<file path="config.mk">
export PLATFORM = sky130hd
export DESIGN_NAME = ex_muldiv_unit
export DESIGN_NICKNAME = d
export VERILOG_FILES = /design/src/rtl/muldiv_pkg.sv /design/src/rtl/muldiv_step.sv /design/src/rtl/ex_muldiv_unit.sv
export SDC_FILE = /design/constraint.sdc
export NUM_CORES = 1
export LEC_CHECK = 0
export ABC_AREA = 1
export ABC_CLOCK_PERIOD_IN_PS = 7080
export CAP_MARGIN = 20
export CORE_MARGIN = 2
export CORE_UTILIZATION = 40
export CTS_BUF_LIST = sky130_fd_sc_hd__clkbuf_16
export DETAILED_ROUTE_END_ITERATION = 10
export GPL_TIMING_DRIVEN = 1
export PLACE_DENSITY = 0.65
export SLEW_MARGIN = 10
export SYNTH_ARGS = -nofsm -noshare
export SYNTH_HDL_FRONTEND = slang
export SYNTH_SLANG_ARGS = --single-unit
</file>
<file path="constraint.sdc">
create_clock -name clk -period 7.08 [get_ports clk]
set_clock_uncertainty 0.2 [all_clocks]
set_input_delay 0.708 -clock clk [delete_from_list [all_inputs] [get_ports clk]]
set_output_delay 0.708 -clock clk [all_outputs]
set_load 0.1 [all_outputs]
</file>
<file path="src/rtl/muldiv_pkg.sv">
// Shared definitions for the RV32M multiply/divide unit.
// Holds the funct3 op encodings, the FSM states and the operand-signedness predicates.
package muldiv_pkg;

  typedef enum logic [2:0] {
    OP_MUL    = 3'd0,
    OP_MULH   = 3'd1,
    OP_MULHSU = 3'd2,
    OP_MULHU  = 3'd3,
    OP_DIV    = 3'd4,
    OP_DIVU   = 3'd5,
    OP_REM    = 3'd6,
    OP_REMU   = 3'd7
  } op_e;

  typedef enum logic [1:0] {
    S_IDLE = 2'd0,
    S_CALC = 2'd1,
    S_FIN  = 2'd2
  } state_e;

  function automatic logic is_div(input op_e op);
    return op inside {OP_DIV, OP_DIVU, OP_REM, OP_REMU};
  endfunction

  function automatic logic is_rem(input op_e op);
    return op inside {OP_REM, OP_REMU};
  endfunction

  function automatic logic is_signed_a(input op_e op);
    return op inside {OP_MULH, OP_MULHSU, OP_DIV, OP_REM};
  endfunction

  function automatic logic is_signed_b(input op_e op);
    return op inside {OP_MULH, OP_DIV, OP_REM};
  endfunction

endpackage

</file>
<file path="src/rtl/muldiv_step.sv">
// One iteration of the unsigned magnitude datapath: shift-add for multiply,
// restoring shift-subtract for divide, on a {hi, lo} 2*XLEN accumulator.
module muldiv_step #(
  parameter int unsigned XLEN = 32
) (
  input  logic              div_op,
  input  logic [2*XLEN-1:0] acc,
  input  logic [XLEN-1:0]   opnd,
  output logic [2*XLEN-1:0] acc_nxt
);

  logic [XLEN:0] sum;
  logic [XLEN:0] rem_sh;
  logic [XLEN:0] diff;

  // Multiply: lo holds the remaining multiplier bits, hi the partial product.
  // Divide: hi is the running remainder, lo shifts in quotient bits.
  always_comb begin : step
    sum     = {1'b0, acc[2*XLEN-1:XLEN]} + (acc[0] ? {1'b0, opnd} : '0);
    rem_sh  = {acc[2*XLEN-1:XLEN], acc[XLEN-1]};
    diff    = rem_sh - {1'b0, opnd};
    acc_nxt = {sum, acc[XLEN-1:1]};
    if (div_op) begin
      if (!diff[XLEN]) acc_nxt = {diff[XLEN-1:0], acc[XLEN-2:0], 1'b1};
      else             acc_nxt = {rem_sh[XLEN-1:0], acc[XLEN-2:0], 1'b0};
    end
  end

endmodule

</file>
<file path="src/rtl/ex_muldiv_unit.sv">
// Iterative RV32M multiply/divide unit for the EX stage; stalls the pipe while computing.
// Define MULDIV_FAST_MUL_EN for single-cycle multiplies via a 2*XLEN-bit multiplier.
module ex_muldiv_unit
  import muldiv_pkg::*;
#(
  parameter int unsigned XLEN = 32
) (
  input  logic            clk,
  input  logic            rst,
  input  logic            start_i,
  input  logic            discard,
  input  logic [2:0]      op_i,
  input  logic [XLEN-1:0] a_i,
  input  logic [XLEN-1:0] b_i,
  output logic            busy_o,
  output logic            stall_o,
  output logic            done_o,
  output logic [XLEN-1:0] result_o
);

  localparam int unsigned AW    = 2 * XLEN;
  localparam int unsigned CNT_W = $clog2(XLEN);
  localparam logic [CNT_W-1:0] CNT_LAST = CNT_W'(XLEN - 1);

  state_e            state_q, state_d;
  logic [CNT_W-1:0]  cnt_q, cnt_d;
  op_e               op_q, op_d;
  logic              neg_q, neg_d;
  logic [XLEN-1:0]   opnd_q, opnd_d;
  logic [AW-1:0]     acc_q, acc_d, acc_step, prod_s;
  logic              busy_q, busy_d, done_q, done_d;
  logic [XLEN-1:0]   result_q, result_d;

  op_e             op_in;
  logic            sgn_a, sgn_b, neg_in, is_dbz, is_ovf, accept, div_q, fast_hit;
  logic [XLEN-1:0] a_mag, b_mag, special_res, fast_res, quo_s, rem_s, fin_res;

  // Operand magnitudes, result sign and the single-cycle special cases.
  always_comb begin : decode
    op_in  = op_e'(op_i);
    sgn_a  = is_signed_a(op_in) & a_i[XLEN-1];
    sgn_b  = is_signed_b(op_in) & b_i[XLEN-1];
    a_mag  = sgn_a ? -a_i : a_i;
    b_mag  = sgn_b ? -b_i : b_i;
    neg_in = is_rem(op_in) ? sgn_a : (sgn_a ^ sgn_b);
    is_dbz = is_div(op_in) && (b_i == '0);
    is_ovf = is_div(op_in) && is_signed_a(op_in) &&
             (a_i == {1'b1, {(XLEN-1){1'b0}}}) && (b_i == '1);
    special_res = is_rem(op_in) ? '0 : a_i;
    if (is_dbz) special_res = is_rem(op_in) ? a_i : '1;
    accept = start_i & ~discard & (state_q == S_IDLE);
  end

`ifdef MULDIV_FAST_MUL_EN
  logic [AW-1:0] a_ext, b_ext, prod_fast;

  // Sign/zero-extend to 2*XLEN so the truncated product is exact for every multiply op.
  always_comb begin : fast_mul
    a_ext     = {{XLEN{sgn_a}}, a_i};
    b_ext     = {{XLEN{sgn_b}}, b_i};
    prod_fast = a_ext * b_ext;
    fast_hit  = !is_div(op_in);
    fast_res  = (op_in == OP_MUL) ? prod_fast[XLEN-1:0] : prod_fast[AW-1:XLEN];
  end
`else
  assign fast_hit = 1'b0;
  assign fast_res = '0;
`endif

  assign div_q = is_div(op_q);

  muldiv_step #(.XLEN(XLEN)) u_step (
    .div_op  (div_q),
    .acc     (acc_q),
    .opnd    (opnd_q),
    .acc_nxt (acc_step)
  );

  // Sign-correct the final step's magnitudes and pick the word the op asks for.
  always_comb begin : finish
    prod_s  = neg_q ? -acc_step : acc_step;
    quo_s   = neg_q ? -acc_step[XLEN-1:0] : acc_step[XLEN-1:0];
    rem_s   = neg_q ? -acc_step[AW-1:XLEN] : acc_step[AW-1:XLEN];
    fin_res = rem_s;
    case (op_q)
      OP_MUL:                       fin_res = prod_s[XLEN-1:0];
      OP_MULH, OP_MULHSU, OP_MULHU: fin_res = prod_s[AW-1:XLEN];
      OP_DIV, OP_DIVU:              fin_res = quo_s;
      default:                      fin_res = rem_s;
    endcase
  end

  always_comb begin : fsm_next
    state_d  = state_q;
    cnt_d    = cnt_q;
    op_d     = op_q;
    neg_d    = neg_q;
    opnd_d   = opnd_q;
    acc_d    = acc_q;
    busy_d   = 1'b0;
    done_d   = 1'b0;
    result_d = result_q;
    case (state_q)
      S_IDLE: begin
        if (accept) begin
          op_d   = op_in;
          neg_d  = neg_in;
          opnd_d = b_mag;
          acc_d  = {{XLEN{1'b0}}, a_mag};
          cnt_d  = '0;
          if (is_dbz || is_ovf) begin
            state_d  = S_FIN;
            done_d   = 1'b1;
            result_d = special_res;
          end else if (fast_hit) begin
            state_d  = S_FIN;
            done_d   = 1'b1;
            result_d = fast_res;
          end else begin
            state_d = S_CALC;
            busy_d  = 1'b1;
          end
        end
      end
      S_CALC: begin
        acc_d = acc_step;
        cnt_d = cnt_q + CNT_W'(1);
        if (cnt_q == CNT_LAST) begin
          state_d  = S_FIN;
          done_d   = 1'b1;
          result_d = fin_res;
        end else begin
          busy_d = 1'b1;
        end
      end
      S_FIN:   state_d = S_IDLE;
      default: state_d = S_IDLE;
    endcase
    // A flush squashes whatever is in flight and leaves the last result visible.
    if (discard) begin
      state_d  = S_IDLE;
      busy_d   = 1'b0;
      done_d   = 1'b0;
      result_d = result_q;
    end
  end

  always_ff @(posedge clk) begin : regs
    if (rst) begin
      state_q  <= S_IDLE;
      cnt_q    <= '0;
      op_q     <= OP_MUL;
      neg_q    <= 1'b0;
      opnd_q   <= '0;
      acc_q    <= '0;
      busy_q   <= 1'b0;
      done_q   <= 1'b0;
      result_q <= '0;
    end else begin
      state_q  <= state_d;
      cnt_q    <= cnt_d;
      op_q     <= op_d;
      neg_q    <= neg_d;
      opnd_q   <= opnd_d;
      acc_q    <= acc_d;
      busy_q   <= busy_d;
      done_q   <= done_d;
      result_q <= result_d;
    end
  end

  assign busy_o   = busy_q;
  assign done_o   = done_q;
  assign result_o = result_q;
  assign stall_o  = start_i & ~discard & (state_q != S_FIN);

endmodule
</file>
# [After elaboration in Yosys (flattened, before gate mapping)]
# Cells that the tools add are included.
# W data, S select, Z words.
[op_classes] addsub=8 mul=0 div_mod_pow=0 order_cmp=0 eq_ne=21 shifts=0 mux=33 n_bitwise=7 n_reduce_logical=21
[ops] cell="$mux W32" count=11
[ops] cell="$mux W64" count=4
[ops] cell="$neg A32 Y32" count=4
[ops] cell="$pmux W64 S2" count=1
[ops] cell="$pmux W32 S3" count=1
[ops] cell="$eq A32 B32 Y1 const B" count=2
[ops] cell="$neg A64 Y64" count=1
[ops] cell="$pmux W32 S2" count=1
[ops] cell="$add A32 B33 Y33" count=1
[ops] cell="$sub A33 B32 Y33" count=1
[ops] cell="$logic_not A32 Y1" count=1
[ops] cell="$eq A3 B3 Y1 const B" count=8
[ops] cell="$reduce_bool A4 Y1" count=3
[ops] cell="$pmux W5 S2" count=1
[ops] cell="$eq A3 B2 Y1 const B" count=3
[ops] cell="$mux W1" count=7
[ops] cell="$eq A3 B1 Y1 const B" count=2
[ops] cell="$mux W2" count=3
[ops] cell="$ne A2 B2 Y1 const B" count=3
[ops] cell="$reduce_and A2 Y1" count=3
[ops] cell="$add A5 B1 Y5 const B" count=1
[ops] cell="$and A1 B1 Y1" count=5
[ops] cell="$eq A5 B5 Y1 const B" count=1
[ops] cell="$mux W5" count=1
[ops] cell="15 further kinds" count=21
[totals] register_bits=141 latch_bits=0 ramBits=0 mem_bits_ro=0 in_bits=71 output_inout_bits=35 wordCells=99 memories=0

# [Longest topological paths before layout]
[logic_depth] depth_word=9 mapped_depth=36 ltp_nobuf=36

# [By module]
# Synthesis repeated with hierarchy kept, for this count alone.
[unflattened] cells_unflattened=3309 area_unflattened_um2=17580.6
[by_module_without_submodules] mod="ex_muldiv_unit" n_inst=1 cells_per_inst=2001 area_each_um2=11224.5 seq_area_each_um2=2822.7
[by_module_without_submodules] mod="muldiv_step" n_inst=1 cells_per_inst=1308 area_each_um2=6356.1 seq_area_each_um2=0.0

# [Worst setup path before layout]
# Ideal clock, no wire load.
[synth_timing] kind="reg-to-reg" startpoint="reg acc_q[31]" endpoint="reg result_q[22], in the netlist result_o[22]" setup_time_ns=0.071 arrival_ns=3.850 required_ns=6.809 path_slack_ns=2.959 path_stages_with_launch=35 n_path_buf=0 period_less_slack_ns=4.121 cell_sequence="dfxtp_1 > inv_1 > ha_1 > inv_1 > fa_1 > nand2_1 > nand2_1 > nand3_1 > nand2_2 > nand2_2 > nand2_4 > nand2_4 > nand2_4 > nand2_4 > nand2_8 > nand2_1 > nand2_1 > inv_1 > ha_1 > nand3_1 > nor3_2 > nand2_1 > nor2_1 > nand2_1 > nor2_2 > nand3_2 > o21ai_4 > nand2_2 > a21oi_4 > nand2_1 > a21oi_1 > o21ai_1 > nand2_1 > nand2_1 > a21oi_1"
[synth_via] elab_chain_len=8 elab_cells_between_ends=12 classes_between="add/sub: 4; mux: 8"
[synth_lines] element="start: declaration" line="ex_muldiv_unit.sv:30" rtl="logic [AW-1:0] acc_q, acc_d, acc_step, prod_s;"
[synth_lines] element="start signal: assignment" line="ex_muldiv_unit.sv:155" rtl="acc_q <= '0;"
[synth_lines] element="start signal: assignment" line="ex_muldiv_unit.sv:165" rtl="acc_q <= acc_d;"
[synth_lines] element="$sub A33 B32 Y33" line="muldiv_step.sv:21" rtl="diff = rem_sh - {1'b0, opnd};"
[synth_lines] element="$mux W64" line="muldiv_step.sv:24" rtl="if (!diff[XLEN]) acc_nxt = {diff[XLEN-1:0], acc[XLEN-2:0], 1'b1};"
[synth_lines] element="$mux W64 *" line="muldiv_step.sv:23" rtl="if (div_op) begin"
[synth_lines] element="$neg A64 Y64 (tied with other cells)" line="ex_muldiv_unit.sv:81" rtl="prod_s = neg_q ? -acc_step : acc_step;"
[synth_lines] element="$mux W64 (tied with other cells)" line="ex_muldiv_unit.sv:81"
[synth_lines] element="$pmux W32 S3 *" line="ex_muldiv_unit.sv:85" rtl="case (op_q)"
[synth_lines] element="$mux W32 *" line="ex_muldiv_unit.sv:128" rtl="if (cnt_q == CNT_LAST) begin"
[synth_lines] element="$pmux W32 S2 *" line="ex_muldiv_unit.sv:103" rtl="case (state_q)"
[synth_lines] element="end signal: assignment" line="ex_muldiv_unit.sv:168" rtl="result_q <= result_d;"
[synth_lines] element="end: declaration" line="ex_muldiv_unit.sv:32" rtl="logic [XLEN-1:0] result_q, result_d;"
# Every way passes the cells marked *; elsewhere a longest branch is shown, timed or not. The select of a mux whose other input is x is not followed.
# A chain may end at the register's enable or synchronous reset.

# [Final worst setup path]
[layout_timing] startpoint="reg acc_q[31]" endpoint="reg result_q[0], in the netlist result_o[0]"
# The elaborated chain is that of the path after synthesis.

==> impl_metrics.yaml <==
cells_and_area:
  n_antenna_cell: 0
  num-nets-final: 3252
  final_cell_area_um2: 19000
  areaGrowthSynthToFinish_pct: 11.9
  drive_above_1_share_pct: 6.12
sta:
  slew_violations: 0
  fin_crit_ns: 5.50
  finalCritPeriodShare_pct: 77.7
  setup_viol: 0
  max_slew_margin_pct: 27.2
  fmax_ghz: 0.182
  whs_ns: 0.272
  tightestPinTransition_ns: 1.09
  finalSetupTns_ns: 0
  rsz0062_at_grt: "no"
  hold_viol: 0
synth:
  synth_fa_ha_area_share_pct: 5.48
  synth_cells: 3069
  synthTopCellsByArea: "nand2_1 (20%), dfxtp_1 (17%), inv_1 (9.3%)"
  yosysMostFrequentCell: "nand2_1"
  synth_compound_area_share_pct: 18.6
  yosys.area_share.simple_pct: 42.0
  synth_flop_cell: "dfxtp_1"
  synthTopCellsByCount: "nand2_1 (922), inv_1 (420), nor2_1 (273)"
  synth_top_family_by_area: "simple AND/OR/NAND/NOR gates"
  yosysTopAreaCellShare_pct: 20.4
  synth_edf_count: 0
  synth.net_count: 3213
  yosysSeqAreaShare_pct: 16.7
  synth.area.mux_share_pct: 0
  syn-cell-area_um2: 16900
  ys_seq_elements: 141
  synthXorXnorAreaFrac_pct: 4.34
  synthArstFlopShare_pct: 0
  yosysUniqueCellTypes: 57
  syn-mean-instance-area_um2: 5.52
  yosysWarnings: 0
  yosysTopAreaCell: "nand2_1"
route:
  drtAntennaViolNets: 0
  first_pass_iters: 8
  drt_iter0_drc: 2462
  finalWirelength_um: 79000
  vias_per_cell: 5.67
  wl_per_cell_um: 21.6
  vias: 20700
  drc: 0
clock_tree:
  postCtsSetupRepairBufs: 0
  clockBufferDepth: 2
  worstSkewPairLatency_ns: 0.51
  cts_root_buffer: "clkbuf_16"
  cts_resized: 0
  cts-buffers-inserted: 17
  clkTransAtPathRegs_ns: 0.07
  htree_levels: 4
  clock_sinks: 141
  ctsHoldBuffers: 0
  cts_tree: "yes"
worst_hold_path:
  worstHoldPathCells: 2
  worstHoldStart: "cnt_q[4]$_SDFFE_PP0P_"
  hold_class: "register to register"
grt:
  track_usage_pct: 35.8
  grt_pass1_wl_um: 118000
  antenna_found_initial: 1
  grt_max_degree: 109
  overflow: 0
  grt_pass1_vias: 18700
power:
  leakagePower_uw: 0.00949
  p_per_area_nw_per_um2: 146
  peakVddDrop_v: 0.000175
floorplan:
  die_w_um: 210
  io_pins: 106
  die_h_um: 210
  start_util_pct: 40.5
  die_area_um2: 44000
  core_um2: 41900
  rows: 75
placed_design:
  place_area_um2: 18400
  io_buffers: 105
  place_congestion: 1.01
  dpl.hpwl_um: 62900
critical_path:
  cp.required_ns: 7.23
  cpMostUsedCell: "nand2_1"
  crit_arrival_ns: 5.65
  cp-startpoint: "acc_q[31]$_SDFFE_PP0P_"
  crit_slowest_cell: "fa_1"
  rr_worst_depth: 31
  cpPeakStageDelay_ns: 0.44
  worstSetupEndpointType: "register"
  start_kind: "register"
  path_max_fanout: 35
  crit_type: "register to register"
  r2r-start: "acc_q[31]$_SDFFE_PP0P_"
run_status:
  status: "completed"
flow_run:
  maxCapViolations: 0
-- logic make-up after synthesis --
group           after synthesis
xor+xnor                     84
simple gates               1648
buf+inv                     555
fa+ha+maj                    73
flops                       141
compound gates              568
-- metal layers --
metal | wire length [um] | vias up | global-route usage (%) | share of wire [%]
met4 | 1810 | 0 | 9.46 | 2.3
met5 | 0 | - | 0 | 0
li1 | - | 9988 | - | -
met3 | 8850 | 85 | 8.71 | 11
met2 | 30500 | 1075 | 49.1 | 39
met1 | 37800 | 9586 | 54.6 | 48
-- final timing paths --
check	end	slack (ns)
worst min register to register	cnt_q[4]$_SDFFE_PP0P_	0.27
worst max register to register	result_o[0]$_SDFFE_PP0P_	1.58
worst max-delay path	result_o[0]$_SDFFE_PP0P_	1.58
worst min-delay path	cnt_q[4]$_SDFFE_PP0P_	0.27
-- metrics by stage --
step,worst slack [ns],instances,utilization [%],power (uW)
after floorplan,2.96,3069,-,1470
after global placement,2.00,3627,43.9,1810
after detailed placement,1.81,3627,43.9,1810
after CTS,1.76,3659,45.3,2740
after global routing,1.19,3660,45.3,2890
final,1.58,3660,45.3,2770
-- cells in the final DEF, fill, tap and decap left out, types with 7 or more instances in the layout --
cell type and n:
a21oi_1 232, a31oi_1 50, buf_4 24, clkbuf_16 17, clkdlybuf4s50_1 104, clkinv_1 8
dfxtp_1 139, ha_1 71, inv_1 420, inv_2 19, nand2_1 922, nand2_2 39
nand2_4 9, nand3_1 245, nand3_2 8, nand3b_1 12, nand4_1 41, nor2_1 269
nor2_2 28, nor2_4 7, nor3_1 37, nor4_1 8, o211ai_1 20, o21a_1 7
o21ai_0 182, o21ai_1 21, o21bai_1 16, or2_1 7, xnor2_1 17, xor2_1 67
-- flip-flops by register name, indices dropped and copies added (netlist names) --
| name | count |
|---|---|
| result_o | 32 |
| state_q | 2 |
| neg_q | 1 |
| cnt_q | 5 |
| acc_q | 64 |
| opnd_q | 32 |
| done_o | 1 |
| busy_o | 1 |
| op_q | 3 |
-- final cells by class --
cell class / count / area, um^2
multi-input cells: 2373 / 12000
clock buffers: 17 / 425
flip-flops and latches: 141 / 2830
well taps: 539 / 674
repair buffers: 130 / 1260
inverters: 445 / 1670
fillers: 4723 / 22900
clock inverters: 15 / 139
-- worst max-delay path, delay by kind of cell, from the launching register on --
family                     cells  cell delay, ns
AOI/OAI and AO/OA              5            0.97
adders and majority gates      3            0.79
buffers and inverters          4            0.55
DFF                            1            0.31
and+or+nand+nor               19            2.47
-- report_power, final --
part	switching, uW	total [uW]	internal [uW]
clock network	450	936	487
registers	26.9	848	821
logic	700	982	281
No activity file was read; power rests on OpenSTA's default activity.
